<file path="config.mk">
export PLATFORM = sky130hd
export DESIGN_NAME = mmio_timer_flat
export DESIGN_NICKNAME = d
export VERILOG_FILES = /design/src/rtl/mmio_timer_if.sv /design/src/rtl/mmio_timer.sv /design/src/flat_wrapper.sv
export SDC_FILE = /design/constraint.sdc
export NUM_CORES = 1
export LEC_CHECK = 0
export CAP_MARGIN = 0
export CORE_MARGIN = 2
export CORE_UTILIZATION = 55
export CTS_CLUSTER_DIAMETER = 60
export DETAILED_ROUTE_END_ITERATION = 8
export PLACE_DENSITY = 0.84
export SLEW_MARGIN = 20
export SYNTH_ARGS = -nofsm -noshare
export SYNTH_HDL_FRONTEND = slang
export SYNTH_SLANG_ARGS = --single-unit
</file>
<file path="constraint.sdc">
create_clock -name clock -period 3.6 [get_ports clock]
set_clock_uncertainty 0.1 [all_clocks]
set_input_delay 0.36 -clock clock [delete_from_list [all_inputs] [get_ports clock]]
set_output_delay 0.36 -clock clock [all_outputs]
set_load 0.005 [all_outputs]
</file>
<file path="src/rtl/mmio_timer_if.sv">
// Data-bus view of the timer: the CPU load/store signals shared with DataMemory.
// Signal names follow the bus they are taken from.
interface mmio_timer_if;
  logic        sel;
  logic        mem_write;
  logic [4:0]  addr;
  logic [31:0] wdata;
  logic [2:0]  wlen;
  logic [31:0] rdata;

  modport master (
    output sel,
    output mem_write,
    output addr,
    output wdata,
    output wlen,
    input  rdata
  );

  modport slave (
    input  sel,
    input  mem_write,
    input  addr,
    input  wdata,
    input  wlen,
    output rdata
  );
endinterface

</file>
<file path="src/rtl/mmio_timer.sv">
// Memory-mapped timer: counter with compare match, optional auto-reload and level interrupt.
// Define TIMER_PRESCALE_EN to add the PRESC register and tick prescaler.
module mmio_timer #(
  parameter int CNT_WIDTH   = 32,
  parameter int PRESC_WIDTH = 8
) (
  input  logic        clock,
  input  logic        reset,
  mmio_timer_if.slave bus,
  output logic        irq
);

  localparam logic [2:0] IdxCtrl    = 3'd0;
  localparam logic [2:0] IdxCount   = 3'd1;
  localparam logic [2:0] IdxCompare = 3'd2;
  localparam logic [2:0] IdxStatus  = 3'd3;
  localparam logic [2:0] IdxPresc   = 3'd4;

  localparam logic [2:0] LenByte = 3'b001;
  localparam logic [2:0] LenHalf = 3'b010;
  localparam logic [2:0] LenWord = 3'b100;

  // Byte lanes touched by a store; misaligned halves and unknown lengths touch none.
  function automatic logic [3:0] laneEnables(input logic [2:0] len, input logic [1:0] lane);
    logic [3:0] be;
    be = 4'b0000;
    case (len)
      LenByte: be = 4'b0001 << lane;
      LenHalf: if (!lane[0]) be = lane[1] ? 4'b1100 : 4'b0011;
      LenWord: be = 4'b1111;
      default: be = 4'b0000;
    endcase
    return be;
  endfunction

  function automatic logic [31:0] alignData(input logic [2:0] len, input logic [31:0] data);
    logic [31:0] aligned;
    case (len)
      LenByte: aligned = {4{data[7:0]}};
      LenHalf: aligned = {2{data[15:0]}};
      default: aligned = data;
    endcase
    return aligned;
  endfunction

  function automatic logic [31:0] mergeLanes(input logic [31:0] old, input logic [31:0] data,
                                             input logic [3:0] be);
    logic [31:0] merged;
    for (int i = 0; i < 4; i++) begin
      merged[8*i +: 8] = be[i] ? data[8*i +: 8] : old[8*i +: 8];
    end
    return merged;
  endfunction

  logic [2:0]  regIdx;
  logic [3:0]  wrBe;
  logic [31:0] wrData;
  logic        wrAny;
  logic        wrCtrl;
  logic        wrCount;
  logic        wrCompare;
  logic        wrStatus;

  assign regIdx    = bus.addr[4:2];
  assign wrBe      = (bus.sel && bus.mem_write) ? laneEnables(bus.wlen, bus.addr[1:0]) : 4'b0000;
  assign wrData    = alignData(bus.wlen, bus.wdata);
  assign wrAny     = |wrBe;
  assign wrCtrl    = wrAny && (regIdx == IdxCtrl);
  assign wrCount   = wrAny && (regIdx == IdxCount);
  assign wrCompare = wrAny && (regIdx == IdxCompare);
  assign wrStatus  = wrAny && (regIdx == IdxStatus);

  logic                 ctrlEn;
  logic                 ctrlAutoReload;
  logic                 ctrlIrqEn;
  logic [CNT_WIDTH-1:0] count;
  logic [CNT_WIDTH-1:0] compare;
  logic                 match;

  logic [31:0] ctrlWord;
  logic [31:0] countWord;
  logic [31:0] compareWord;
  logic [31:0] statusWord;
  logic [31:0] prescWord;
  logic [2:0]  ctrlNew;
  logic        matchClear;
  logic        hit;
  logic        tick;

  assign ctrlWord    = {29'd0, ctrlIrqEn, ctrlAutoReload, ctrlEn};
  assign countWord   = 32'(count);
  assign compareWord = 32'(compare);
  assign statusWord  = {31'd0, match};
  assign ctrlNew     = 3'(mergeLanes(ctrlWord, wrData, wrBe));
  // W1C: only a written 1 in bit 0 clears, untouched lanes never do.
  assign matchClear  = wrStatus && wrBe[0] && wrData[0];
  assign hit         = (count == compare);

`ifdef TIMER_PRESCALE_EN
  logic                   wrPresc;
  logic [PRESC_WIDTH-1:0] presc;
  logic [PRESC_WIDTH-1:0] pc;

  assign wrPresc = wrAny && (regIdx == IdxPresc);
  assign tick    = ctrlEn && (pc == presc);

  always_ff @(posedge clock) begin
    if (reset) begin
      presc <= '0;
      pc    <= '0;
    end else begin
      if (wrPresc) begin
        presc <= PRESC_WIDTH'(mergeLanes(prescWord, wrData, wrBe));
        pc    <= '0;
      end else if (!ctrlEn || tick) begin
        pc <= '0;
      end else begin
        pc <= pc + PRESC_WIDTH'(1);
      end
    end
  end
`else
  logic [PRESC_WIDTH-1:0] presc;

  assign presc = '0;
  assign tick  = ctrlEn;
`endif

  assign prescWord = 32'(presc);

  always_ff @(posedge clock) begin
    if (reset) begin
      ctrlEn         <= 1'b0;
      ctrlAutoReload <= 1'b0;
      ctrlIrqEn      <= 1'b0;
      count          <= '0;
      compare        <= '1;
      match          <= 1'b0;
    end else begin
      if (wrCtrl) begin
        {ctrlIrqEn, ctrlAutoReload, ctrlEn} <= ctrlNew;
      end
      if (wrCompare) begin
        compare <= CNT_WIDTH'(mergeLanes(compareWord, wrData, wrBe));
      end
      // A CPU store to COUNT takes priority over the tick in the same cycle.
      if (wrCount) begin
        count <= CNT_WIDTH'(mergeLanes(countWord, wrData, wrBe));
      end else if (tick) begin
        count <= (hit && ctrlAutoReload) ? '0 : count + CNT_WIDTH'(1);
      end
      if (tick && hit) begin
        match <= 1'b1;
      end else if (matchClear) begin
        match <= 1'b0;
      end
    end
  end

  logic [31:0] rdSel;

  always_comb begin
    rdSel = 32'd0;
    case (regIdx)
      IdxCtrl:    rdSel = ctrlWord;
      IdxCount:   rdSel = countWord;
      IdxCompare: rdSel = compareWord;
      IdxStatus:  rdSel = statusWord;
      IdxPresc:   rdSel = prescWord;
      default:    rdSel = 32'd0;
    endcase
  end

  assign bus.rdata = (bus.sel && !bus.mem_write) ? rdSel : 32'd0;
  assign irq       = match & ctrlIrqEn;

endmodule

</file>
<file path="src/flat_wrapper.sv">
// flat-port wrapper written by rule: the top's interface ports become plain ports
module mmio_timer_flat 
#(
  parameter int CNT_WIDTH   = 32,
  parameter int PRESC_WIDTH = 8
)
  (clock, reset, irq, bus_sel, bus_mem_write, bus_addr, bus_wdata, bus_wlen, bus_rdata);
  mmio_timer_if bus_i ();
  input  logic clock;
  input  logic reset;
  output logic irq;
  input wire logic [$bits(bus_i.sel)-1:0] bus_sel;
  input wire logic [$bits(bus_i.mem_write)-1:0] bus_mem_write;
  input wire logic [$bits(bus_i.addr)-1:0] bus_addr;
  input wire logic [$bits(bus_i.wdata)-1:0] bus_wdata;
  input wire logic [$bits(bus_i.wlen)-1:0] bus_wlen;
  output wire logic [$bits(bus_i.rdata)-1:0] bus_rdata;
  assign bus_i.sel = bus_sel;
  assign bus_i.mem_write = bus_mem_write;
  assign bus_i.addr = bus_addr;
  assign bus_i.wdata = bus_wdata;
  assign bus_i.wlen = bus_wlen;
  assign bus_rdata = bus_i.rdata;
  mmio_timer #(.CNT_WIDTH(CNT_WIDTH), .PRESC_WIDTH(PRESC_WIDTH)) u_core (.clock(clock), .reset(reset), .bus(bus_i), .irq(irq));
endmodule
</file>
# [After elaboration in Yosys (flattened, before gate mapping)]
# Cells that the tools add are included.
# W data, S select, Z words.
[totals] ff_bits=68 in_bits=44 out_inout_bits=33 wordCells=66
[op_classes] addsub=1 n_eq_ne=11 shifts=1 muxes=16 bitwise_logic=1 n_reduce_logical=24
[op_table] operator="$mux W32" count=4
[op_table] operator="$pmux W32 S4" count=1
[op_table] operator="$pmux W32 S2" count=1
[op_table] operator="$add A32 B1 Y32 const B" count=1
[op_table] operator="$eq A32 B32 Y1" count=1
[op_table] operator="$mux W8" count=4
[op_table] operator="$reduce_and A2 Y1" count=9
[op_table] operator="$mux W4" count=3
[op_table] operator="$pmux W4 S3" count=1
[op_table] operator="$logic_and A1 B1 Y1" count=10
[op_table] operator="$eq A3 B2 Y1 const B" count=3
[op_table] operator="$ne A2 B1 Y1 const B" count=4
[op_table] operator="$eq A3 B1 Y1 const B" count=2
[op_table] operator="$reduce_bool A2 Y1" count=2
[op_table] operator="$reduce_or A4 Y1" count=1
[op_table] operator="$shl A1 B2 Y4 const A" count=1
[op_table] operator="$eq A3 B3 Y1 const B" count=1
[op_table] operator="$logic_not A3 Y1" count=1
[op_table] operator="$mux W1" count=2
[op_table] operator="$and A1 B1 Y1" count=1
[op_table] operator="$logic_not A1 Y1" count=1

# [Depth between registers and ports, before layout]
[logic_depth] depth_word=10 depth_mapped=10 depth_no_buf=7

# [Worst setup path before layout]
# OpenSTA, ideal clock, no wires.
[synth_path] path_kind="input-to-output" from="input bus_addr[3]" to="output bus_rdata[21]" t_arrival_ps=1734 required_time_ps=3140 slack_ps=1406 stages=6 cell_sequence="buf_2 -> nor3b_1 -> clkbuf_1 -> clkbuf_1 -> a22oi_1 -> nor2_1"
[synth_between] elab_chain_cells=3 elab_cells_between_ends=6 cone_classes="eq/ne (3); mux (2); reduce/logical (1)"
[synth_lines] element="from (decl)" line_no="flat_wrapper.sv:14" source="input wire logic [$bits(bus_i.addr)-1:0] bus_addr;"
[synth_lines] element="$eq A3 B2 Y1 (tied with other cells)" line_no="mmio_timer.sv:164" source="case (regIdx)"
[synth_lines] element="$pmux W32 S4 (*)" line_no="mmio_timer.sv:164"
[synth_lines] element="$mux W32 (*)" line_no="mmio_timer.sv:174" source="assign bus.rdata = (bus.sel && !bus.mem_write) ? rdSel : 32'd0;"
[synth_lines] element="to (decl)" line_no="flat_wrapper.sv:17" source="output wire logic [$bits(bus_i.rdata)-1:0] bus_rdata;"
# Every way passes the cells marked *; elsewhere a longest branch is shown, timed or not.

# [Worst setup path after layout]
[layout_path] from="input bus_sel" to="output bus_rdata[10]"
[layout_between] elab_chain_cells=2
[layout_lines] element="from (decl)" line_no="flat_wrapper.sv:12" source="input wire logic [$bits(bus_i.sel)-1:0] bus_sel;"
[layout_lines] element="$logic_and A1 B1 Y1" line_no="mmio_timer.sv:174"
[layout_lines] element="$mux W32" line_no="mmio_timer.sv:174"
# Every way passes these cells.

==> summary.md <==
| Metric | Value |
|---|---|
| Cells after Synth | 651 |
| Largest driver fanout on the critical path | 32 |
| Synthesis Warnings | 0 |
| Worst setup slack after placement | between 400 and 500 ps |
| Htree depth | 3 |
| Instance count after placement with tap cells included | 790 |
| Number of gates given a new drive strength after cts | 0 |
| Pin count of the biggest net entering global routing | 48 |
| Initial antenna violation count | 0 |
| Pin slew with the least headroom to its limit | 927 ps |
| Total wire length | between 15 and 20 mm |
| Post-CTS Setup Repair Bufs | 0 |
| First-pass GRT wire length | 26.1 mm |
| Final worst slack | 571 ps |
| Unrepaired setup endpoints after global routing | no |
| Sink count of the clock tree | between 60 and 70 |
| Layer with the highest usage | met2 |
| Minimum clock period | a little over 3000 ps |
| Reported max-cap violation count | 0 |
| Number of buffers on the longest clock path | 2 |
| Hold-fix buffers at CTS | 0 |
| Number of endpoints with negative hold slack in the final report | 0 |
| Total Die Area | approximately 10000 sq um |
| Met3 usage | 0.0529 |
| Maximum vdd ir drop | between 0.15 and 0.2 mV |
| Xor and xnor fraction of the mapped netlist area | 0.0586 |
| Residual antenna-violating net count after detailed routing | 0 |
| Hold wc startpoint | u_core.match |
| Number of setup violations in the final report | 0 |
| Crit path kind | in2out |
| M2 GR Usage | 0.533 |
| Launch point of the critical path | bus_sel |
| Data arrival time of the worst path | 2570 ps |
| Sequential fraction of the synthesis area | 0.268 |
| Final hold slack | 412 ps |
| Initial core utilization | 0.557 |
| Main synth FF type | sky130_fd_sc_hd__dfxtp_1 |
| Detail-routed net length per standard cell | about 21 um |
| TritonCTS clock tree | done |
| Cell row count | 35 |
| Drc violations | 0 |
| Ratio of routed vias to standard cells | 6.80 |
| Post-synthesis to final-layout area growth | 17.5% |
| 1st-iter DRT viols | 569 |
| Count of nets after finishing | between 700 and 800 |
| Multi-input gate area in the final layout | 3400 sq um |
| EDFF count, synth | 0 |
| Die width | 100 um |
| Period Utilization, post-route | 0.841 |
| Largest area contributor in the synthesized netlist | sky130_fd_sc_hd__dfxtp_1 |
| Proportion of synthesized area in mux cells | 0.0638 |
| Clock Latency Late Sink | 350 ps |
| Hpwl dp | 11.8 mm |
| Clock root buffer master | sky130_fd_sc_hd__clkbuf_8 |
| Max-slew headroom at the worst pin | 0.377 |
| Number of global-route vias before repair | 4964 |
| Final global-route overflow total | 0 |
| Filler cell count in the final layout | approximately 790 |
| Core area | between 9000 and 10000 sq um |
| Main combinational cell family by area after synthesis | compound AO/OA/AOI/OAI gates |
| Post-synthesis compound-gate area fraction | 0.303 |
| Area taken by flip-flops and latches | between 1000 and 1500 sq um |
| Fin Setup TNS | 0 ps |
| Number of placed I/O pins | 77 |
| Power density over the cells | 274 nW/um^2 |
| Required time of the worst setup path | 3140 ps |
| Via count | 5482 |
| Outcome | completed |
| Routability cong. | 0.955 |
| Worst min-delay path class | reg2reg |
| Finished Layout Cells | 806 |
| Critical path launch point type | primary input |
| Met1 global-route usage | 0.442 |
| Leakage power figure | 2.18 nW |
| Post-Synthesis Net Count | between 600 and 700 |
| Fraction of layout cells with a size suffix above 1 | 0.0835 |
| Number of diodes | 0 |
| Leading post-synthesis cells by cell area | sky130_fd_sc_hd__dfxtp_1, sky130_fd_sc_hd__xnor2_1, sky130_fd_sc_hd__mux2i_1, sky130_fd_sc_hd__nor2_1, sky130_fd_sc_hd__nand2_1 |
| Fraction of post-synthesis cell area in the top cell type by area | 0.268 |
| Final count of pins violating max slew | 0 |
| Highest Clock Rate | between 300 and 400 MHz |
| Register bit total from synthesis | 68 |
| Number of buffers added on ports | 76 |
| Finished Core Util | 0.655 |
| Clock-pin slew on the worst setup and hold paths | roughly 80 ps |
| Num CTS Buffers | 9 |
| Synth Cell Area | 5080 sq um |
| Pre-Repair DR Iteration Count | 8 |
| Chip Height | 100 um |
| Async set or reset register ratio after synthesis | 0 |
| Total track usage | 0.332 |
| Critical path endpoint category | primary output |
| Count of unique library cells instantiated by Yosys | 82 |
| Average size of a mapped cell | about 7.8 sq um |
| Adder-cell area share of the yosys netlist | 0.00246 |
| Area share of and/or/nand/nor cells after synthesis | 0.240 |
| Beginning of the worst register-to-register path | u_core.count[6] |
==> metrics by stage <==
stage               cell area, sq um  power (W)
floorplan                       5080   0.000956
global placement                5800    0.00106
detailed placement              5800    0.00107
CTS                             5970    0.00163
global route                    5970    0.00168
finish                          5970    0.00163
==> flip-flops by register name, indices dropped and copies added (netlist names) <==
| name | flops |
|---|---|
| u_core.compare | 32 |
| u_core.count | 32 |
| u_core.ctrlEn | 1 |
| u_core.match | 1 |
| u_core.ctrlIrqEn | 1 |
| u_core.ctrlAutoReload | 1 |
==> synthesized netlist by cell type, types with 3 or more instances <==
| library cell | instances |
|---|---|
| sky130_fd_sc_hd__inv_1 | 14 |
| sky130_fd_sc_hd__o211ai_1 | 31 |
| sky130_fd_sc_hd__nand2_1 | 68 |
| sky130_fd_sc_hd__buf_2 | 19 |
| sky130_fd_sc_hd__nor3_1 | 19 |
| sky130_fd_sc_hd__a21oi_1 | 17 |
| sky130_fd_sc_hd__a31oi_1 | 8 |
| sky130_fd_sc_hd__a22oi_1 | 29 |
| sky130_fd_sc_hd__mux2i_1 | 29 |
| sky130_fd_sc_hd__and3_1 | 7 |
| sky130_fd_sc_hd__a21o_1 | 4 |
| sky130_fd_sc_hd__o2bb2ai_1 | 3 |
| sky130_fd_sc_hd__o221ai_1 | 8 |
| sky130_fd_sc_hd__o21ai_0 | 20 |
| sky130_fd_sc_hd__o22ai_1 | 10 |
| sky130_fd_sc_hd__xnor2_1 | 34 |
| sky130_fd_sc_hd__buf_4 | 3 |
| sky130_fd_sc_hd__nor2b_1 | 4 |
| sky130_fd_sc_hd__a221oi_1 | 4 |
| sky130_fd_sc_hd__o22a_1 | 6 |
| sky130_fd_sc_hd__clkbuf_1 | 34 |
| sky130_fd_sc_hd__nand2b_1 | 6 |
| sky130_fd_sc_hd__o31ai_1 | 4 |
| sky130_fd_sc_hd__nor4_4 | 3 |
| sky130_fd_sc_hd__a211oi_1 | 7 |
| sky130_fd_sc_hd__a32o_1 | 4 |
| sky130_fd_sc_hd__o21a_1 | 8 |
| sky130_fd_sc_hd__and4_1 | 3 |
| sky130_fd_sc_hd__nand4_1 | 18 |
| sky130_fd_sc_hd__nand3_1 | 18 |
| sky130_fd_sc_hd__o221a_2 | 6 |
| sky130_fd_sc_hd__dfxtp_1 | 68 |
| sky130_fd_sc_hd__nor2_1 | 73 |
==> placed cells by master, fill, tap and decap left out, drive strengths merged, types with 4 or more instances in the layout <==
cell / n
a22oi: 29
o221a: 6
nand2: 69
o22a: 6
inv: 14
a32o: 4
nand2b: 6
dfxtp: 68
nor2: 76
a21oi: 19
o31ai: 4
nor4: 5
nand4: 19
o211ai: 31
buf: 10
clkdlybuf4s50: 76
nor3: 19
a211oi: 7
o21ai: 25
o221ai: 8
clkbuf: 12
and3: 7
o21a: 9
nand3: 19
a221oi: 4
a31oi: 9
xnor2: 34
nor2b: 4
mux2i: 29
a21o: 4
o22ai: 10
==> where the power goes <==
part | total (W) | internal, W | switching [W]
combinational | 0.000280 | 0.000123 | 0.000157
sequential | 0.000781 | 0.000761 | 0.0000198
clock | 0.000571 | 0.000267 | 0.000304
total | 0.00163 | 0.00115 | 0.000481
==> metal layers <==
metal | share of wire | routed length, um | up-vias
met5 | 0 | 0 | -
met4 | 0.038 | 639 | 0
met3 | 0.11 | 1760 | 57
met2 | 0.46 | 7600 | 363
met1 | 0.40 | 6650 | 2546
li1 | - | - | 2516
==> area by class of cell <==
| type | instances | area share |
|---|---|---|
| clock buffer | 12 | 0.0243 |
| tap | 111 | 0.0233 |
| inverter | 15 | 0.00944 |
| multi-input combinational | 510 | 0.570 |
| sequential | 68 | 0.228 |
| timing repair buffer | 86 | 0.140 |
| clock inverter | 4 | 0.00419 |
==> final timing paths <==
kind                      endpoint  slack (ps)  cells after the start
setup / recovery     bus_rdata[10]         570                      4
hold / removal        u_core.match         410                      2
setup reg to reg  u_core.count[31]         950                      6
hold reg to reg       u_core.match         410                      2
==> logic make-up (layout without fill, tap and decap cells) <==
group / count (synthesis) / in the layout
simple gates: 241 / 241
compound gates: 203 / 203
buf+inv: 73 / 117
flops: 68 / 68
xor+xnor: 34 / 34
mux: 31 / 31
fa+ha+maj: 1 / 1
==> critical path: stages <==
cell and delay [ps]:
sky130_fd_sc_hd__clkdlybuf4s50_1 620, sky130_fd_sc_hd__or3b_2 800, sky130_fd_sc_hd__nor2_1 240, sky130_fd_sc_hd__clkdlybuf4s50_1 540
(Power assumes the default switching activity.)
